### config.mk
export PLATFORM = sky130hd
export DESIGN_NAME = seq_detector_1011
export DESIGN_NICKNAME = d
export VERILOG_FILES = /design/src/rtl/seq_det_pkg.sv /design/src/rtl/seq_detector_1011_sat_counter.sv /design/src/rtl/seq_detector_1011.sv
export SDC_FILE = /design/constraint.sdc
export NUM_CORES = 1
export LEC_CHECK = 0
export CAP_MARGIN = 10
export CORE_MARGIN = 1
export CORE_UTILIZATION = 41
export DETAILED_ROUTE_END_ITERATION = 7
export PLACE_DENSITY = 0.72
export SLEW_MARGIN = 20
export SYNTH_ARGS = -nofsm -noshare
export SYNTH_HDL_FRONTEND = slang
export SYNTH_HIERARCHICAL = 1
export SYNTH_SLANG_ARGS = --single-unit
### constraint.sdc
create_clock -name clk -period 1.6 [get_ports clk]
set_clock_uncertainty 0.2 [all_clocks]
set_input_delay 0.24 -clock clk [delete_from_list [all_inputs] [get_ports clk]]
set_output_delay 0.24 -clock clk [all_outputs]
set_load 0.02 [all_outputs]
### src/rtl/seq_det_pkg.sv
// Shared constants for the 1011 serial pattern detector.
// State codes, pattern and default counter width.
package seq_det_pkg;

  localparam int unsigned CNT_W_DEF = 8;

  localparam logic [3:0] PATTERN = 4'b1011;

  localparam logic [2:0] S_IDLE = 3'd0;
  localparam logic [2:0] S_1    = 3'd1;
  localparam logic [2:0] S_10   = 3'd2;
  localparam logic [2:0] S_101  = 3'd3;
  localparam logic [2:0] S_1011 = 3'd4;

endpackage

### src/rtl/seq_detector_1011_sat_counter.sv
// Saturating up-counter with synchronous reset and clear.
// Reset and clear both take priority over increment.
module sat_counter #(
  parameter int unsigned W = 8
) (
  input  logic         clk,
  input  logic         rst,
  input  logic         inc,
  input  logic         clr,
  output logic [W-1:0] cnt
);

  localparam logic [W-1:0] MAX = {W{1'b1}};

  logic [W-1:0] cnt_q;
  logic [W-1:0] cnt_d;

  // next count: clear first, then saturating increment
  always_comb begin
    cnt_d = cnt_q;
    if (clr) begin
      cnt_d = '0;
    end else if (inc && (cnt_q != MAX)) begin
      cnt_d = cnt_q + 1'b1;
    end
  end

  // count register
  always_ff @(posedge clk) begin
    if (rst) begin
      cnt_q <= '0;
    end else begin
      cnt_q <= cnt_d;
    end
  end

  assign cnt = cnt_q;

endmodule

### src/rtl/seq_detector_1011.sv
// Overlapping 1011 serial detector with match pulse.
// Saturating match counter kept in sat_counter.
module seq_detector_1011
  import seq_det_pkg::*;
#(
  parameter int unsigned CNT_W = CNT_W_DEF
) (
  input  logic             clk,
  input  logic             rst,
  input  logic             din,
  input  logic             en,
  input  logic             clr_cnt,
  output logic             match,
  output logic [CNT_W-1:0] match_cnt,
  output logic [2:0]       state_o
);

  logic [2:0] state_q;
  logic [2:0] state_d;
  logic       match_q;
  logic       match_d;

  // next state; held whenever en is low
  always_comb begin
    state_d = state_q;
    if (en) begin
      unique case (state_q)
        S_IDLE:
          state_d = (din == PATTERN[3]) ? S_1 : S_IDLE;
        S_1:
          state_d = (din == PATTERN[2]) ? S_10 : S_1;
        S_10:
          state_d = (din == PATTERN[1]) ? S_101 : S_IDLE;
        S_101:
          state_d = (din == PATTERN[0]) ? S_1011 : S_10;
        S_1011:
          state_d = din ? S_1 : S_10;
        default:
          state_d = S_IDLE;
      endcase
    end
  end

  // S_1011 cannot re-enter itself, so this is a single pulse
  always_comb begin
    match_d = en && (state_d == S_1011);
  end

  // state and match registers
  always_ff @(posedge clk) begin
    if (rst) begin
      state_q <= S_IDLE;
      match_q <= 1'b0;
    end else begin
      state_q <= state_d;
      match_q <= match_d;
    end
  end

  sat_counter #(
    .W (CNT_W)
  ) u_cnt (
    .clk (clk),
    .rst (rst),
    .inc (match_d),
    .clr (clr_cnt),
    .cnt (match_cnt)
  );

  assign match   = match_q;
  assign state_o = state_q;

endmodule
[Word level (Yosys, flattened, before mapping)]
Cells that the tools add are included.
Word-level totals
  output and inout port bits: 12
  bits of input ports: 5
  word-level logic and storage cells: 21
  flip-flop bits (word level): 12
Cells by class
  reduce and logical (&&, ||, !) cells: 5
  add/sub/neg operators: 1
  equal/unequal tests: 6
  mux-type cells: 6
Operators by type and width (number)
  3-bit one-hot mux with 4 select lines: 1
  8-bit by 1-bit adder with 8-bit output (second input constant): 1
  8-bit inequality test (second input constant): 1
  3-bit by 2-bit equality test with 1-bit output (second input constant): 2
  3-bit equality test (second input constant): 2
  3-bit 2-to-1 mux: 2
  2-bit 2-to-1 mux: 2
  2-bit OR reduction: 2
  3-bit by 1-bit equality test with 1-bit output (second input constant): 1
  3-bit zero test: 1
  1-bit logical AND: 2
  1-bit 2-to-1 mux: 1

[Depth between registers and ports, before layout]
  depth in word-level cells: 7
  mapped depth: 6
  gate-level depth less buffers: 6

[Modules after synthesis]
The synthesis kept the hierarchy.
Modules (own cells, without submodules)
  sat_counter: area an instance 435.4 um^2, sequential area each 160.2 um^2, instances 1, cells each 47
  seq_detector_1011: area an instance 192.7 um^2, sequential area each 80.1 um^2, instances 1, cells each 24

[Worst setup path after synthesis]
OpenSTA, ideal clock, no wires.
  path kind: register -> register
  start point: register state_q[2] (netlist: state_o[2])
  end point: register u_cnt.cnt_q[5] (netlist: u_cnt/cnt[5])
  library setup time: 0.100 ns
  arrival: 1.500 ns
  buffers on the path: 0
  data required time: 1.300 ns
  cell stages (with the launch flop): 7
  setup slack: -0.200 ns
  period minus slack after synthesis: 1.800 ns
  path through: dfxtp_1 -> nor2b_2 -> nand4_1 -> inv_1 -> and4_1 -> a31oi_1 -> a2111oi_4
On the way
  longest elaborated chain between the ends: 7
  elaborated cells on any way between the ends: 11
  those cells by class: eq/ne (5); mux (2); reduce/logical (4)
Ends and longest elaborated chain
  start: declaration: line seq_detector_1011.sv:18  | logic [2:0] state_q;
  start signal: assignment: line seq_detector_1011.sv:55  | state_q <= state_d;
  3-bit equality test or 3-bit by 1-bit equality test with 1-bit output (tied branches): line seq_detector_1011.sv:27  | unique case (state_q)
  2-bit OR reduction (no line)
  3-bit one-hot mux with 4 select lines: line seq_detector_1011.sv:27
  3-bit 2-to-1 mux (*): line seq_detector_1011.sv:26  | if (en) begin
  3-bit equality test (*): line seq_detector_1011.sv:46  | match_d = en && (state_d == S_1011);
  1-bit logical AND (*): line seq_detector_1011.sv:46
  named net match_d: line seq_detector_1011.sv:21  | logic match_d;
  1-bit logical AND (*): line seq_detector_1011_sat_counter.sv:23  | end else if (inc && (cnt_q != MAX)) begin
  end signal: assignment: line seq_detector_1011_sat_counter.sv:33  | cnt_q <= cnt_d;
  end: declaration: line seq_detector_1011_sat_counter.sv:15  | logic [W-1:0] cnt_q;
Mark *: on every way through the listed nets, which the timed path passes. The rest lies on a longest branch.
A chain may end at the register's enable or synchronous reset.

[Worst setup path in the final report]
  start point: input port en
  end point: register u_cnt.cnt_q[6] (netlist: u_cnt/cnt[6])
On the way
  longest elaborated chain between the ends: 4
Ends and longest elaborated chain
  start: declaration: line seq_detector_1011.sv:11  | input logic en,
  3-bit 2-to-1 mux: line seq_detector_1011.sv:26
  3-bit equality test: line seq_detector_1011.sv:46
  1-bit logical AND (*): line seq_detector_1011.sv:46
  named net match_d: line seq_detector_1011.sv:21
  1-bit logical AND (*): line seq_detector_1011_sat_counter.sv:23
Marks and branches as above.

==> flow_summary.toml <==
[detailed_routing]
first_pass_iters = 4
drc_errors = 0
vias_per_cell = 5.46
drtAntennaViolNets = 0
vias = 683
wl_mm = 1.61
wire_per_inst_um = 12.9
dr.first_iter.drc_count = 35

[floorplan]
rows = 13
core_area_um2 = 1370
dieWidth_um = 41.1
die_h_um = 41.1
start_util_pct = 46.0
io_pins = 17
fp.dieArea_um2 = 1690

[layout]
fill_cells = 113
area_growth_pct = 64.7
nNetsFinal = 117
antenna_cells = 0
drive_above_1_share_pct = 35.5
multi_input_area_um2 = 429
seq_area_um2 = 248

[sta]
grt_setup_unrepaired = "true"
finalCritPeriodShare_pct = 113
hold_ws_ns = 0.274
final_max_slew_viol_count = 0
period_needed_ns = 1.80
worst-slew-pin-transition_ns = 0.427
fin_ws_ns = -0.200
slew_headroom_pct = 71.4
setup_violations = 5
fmax_mhz = 555
final-hold-violation-count = 0

[yosys]
synth-compound-area-share_pct = 19.1
synthMuxAreaShare_pct = 6.37
synth-xor-area-share_pct = 0
synth_fa_ha_area_share_pct = 1.99
synth-warning-count = 6
syn-num-nets = 77
synth.avg_cell_area_um2 = 8.85
yosys.area_share.simple_pct = 31.3
ys_seq_elements = 12
seq_area_frac_synth_pct = 38.2
synthCells = 71
yosys.cell_types.count = 26
synth_top_family_by_area = "simple AND/OR/NAND/NOR gates"
syn_area_um2 = 628

[critical_path]
cp_top_family = "simple AND/OR/NAND/NOR gates"
endpoint_kind = "flip-flop"
crit_path_start = "en"
cp.required_ns = 1.58
cp.arrival_ns = 1.78
slowest_delay_ns = 0.52
critPathBufInv = 2
crit_chain = "clkdlybuf4s50_1, nand4_1, inv_2, nand3_2, or4_1, and3_1"
r2r_start = "state_o[2]$_SDFF_PP0_"
crit_fanout = 3
crit_slowest_cell = "or4_1"
crit_path_start_kind = "input pin"
path_class = "in -> reg"

[min_path]
hp-start = "din"
hold_path_class = "in -> reg"

[global_route]
grt_pass1_vias = 530
use_met1_pct = 24.6
antenna_found_initial = 0
grtUsageTotal_pct = 21.6
grt_busiest_layer = "met2"
grt_overflow = 0
grt.met2_usage_pct = 35.5
grt_util_met3_pct = 9.78
grt_max_degree = 8
grt_pass1_wl_mm = 2.25

[cts]
cts_tree = "yes"
clk_path_buf_depth = 2
cts_buffers = 3
htreeDepth = 1
clock_latency_ns = 0.29
cts-root-buf = "clkbuf_4"
clock-sinks = 12
clkTransAtPathRegs_ns = 0.07

[pwr]
power.density_nw_per_um2 = 561
leakage_uw = 0.000470
power_uw = 580
peakVddDrop_mv = 0.462

[place]
dp_slack_ns = -0.538
dp_hpwl_mm = 1.13
gp_congestion = 0.842
io_buffers = 16

[run]
drv_cap = 0

[outcome]
outcome = "complete, but fails checks"
violations = "setup timing"
repair_timing:
action | 4_1_cts | 5_1_grt
pin swaps | 6 | 6
hold buffers | 0 | 0
setup buffers | 3 | 5
setup endpoints to repair | 19 | 8
resized for setup | 18 | 5
cells by family (layout without fill, tap and decap cells):
family                     Yosys count  after routing
AOI/OAI and AO/OA                   17             17
muxes                                4              4
DFF                                 12             12
buffers and inverters                4             43
and+or+nand+nor                     33             33
adders and majority gates            1              1
power breakdown:
group	internal, µW	switching, µW
Clock	97.1	106
Combinational	40.3	33.8
Sequential	301	1.84
state kept, by name (all words and copies together) (netlist names):
name / count
state_o: 3
match: 1
u_cnt/cnt: 8
layout make-up:
class	count	area share, %
multi-input combinational	55	41.5
inverter	3	1.09
timing repair buffer	36	29.1
sequential	12	23.9
clock buffer	4	2.54
tap	15	1.81
metal layers:
metal  vias up  part of all wire [%]
met5         -                     0
met4         0                   1.1
met3         2                   4.9
met2        16                    50
met1       320                    44
li1        345                     -
cell usage after synthesis (all sizes together):
master   instances  area (µm²)
a2111oi          1        27.5
nand3            2        10.0
a21oi            8        40.0
inv              3        11.3
a21boi           3        26.3
ha               1        12.5
and4             2        17.5
or3              3        18.8
nand2            7        26.3
dfxtp           12         240
mux2i            4        40.0
and2b            1        7.51
a31oi            1        6.26
buf              1        7.51
nor2b            5        33.8
or4              1        7.51
nor3b            2        15.0
and3             3        18.8
and3b            1        8.76
nand4            3        18.8
nor4             1        6.26
nor2             2        7.51
o21ai            4        20.0
tightest hold or removal path, cell delays in order:
cell and delay (ns):
dlygate4sd2_1 0.21, buf_4 0.12, nor2b_1 0.04, o21ai_1 0.06, a21oi_1 0.06
layout by cell type (no fill, tap or decap):
cell / count
inv_2: 1
o21ai_0: 2
a21boi_2: 1
and4_2: 1
nor2b_4: 1
or4_1: 1
and4_4: 1
a31oi_4: 1
a21oi_1: 7
dfxtp_4: 1
clkbuf_1: 1
dfxtp_2: 3
o21ai_1: 2
clkdlybuf4s50_1: 3
a2111oi_4: 1
a21boi_4: 2
and3_1: 2
nor4_1: 1
clkbuf_4: 3
nand3_1: 1
and3_4: 1
buf_4: 18
and2b_1: 1
nor2b_1: 4
inv_1: 2
nor2_1: 2
buf_6: 2
nand2_1: 7
dfxtp_1: 8
nor3b_1: 2
nand3_2: 1
and3b_1: 1
mux2i_1: 4
a21oi_2: 1
ha_1: 1
or3_1: 3
dlygate4sd2_1: 13
nand4_1: 3
per-stage QoR:
step / instance area, µm² / TNS, ns / util (%) / instances
finish: 1030 / -0.592 / 75.7 / 125
global route: 1030 / -1.15 / 75.7 / 125
CTS: 988 / -0.440 / 72.3 / 121
detailed placement: 931 / -3.17 / 68.1 / 114
global placement: 931 / -2.81 / 68.1 / 114
floorplan: 662 / -0.141 / - / 71
final timing paths:
kind | slack, ns | end | cells after the start
hold / removal | 0.27 | state_o[1]$_SDFF_PP0_ | 5
setup reg to reg | -0.20 | u_cnt/cnt[6]$_SDFFE_PP0P_ | 6
setup / recovery | -0.20 | u_cnt/cnt[6]$_SDFFE_PP0P_ | 6
hold reg to reg | 0.39 | u_cnt/cnt[1]$_SDFFE_PP0P_ | 3
(Power assumes the default switching activity.)
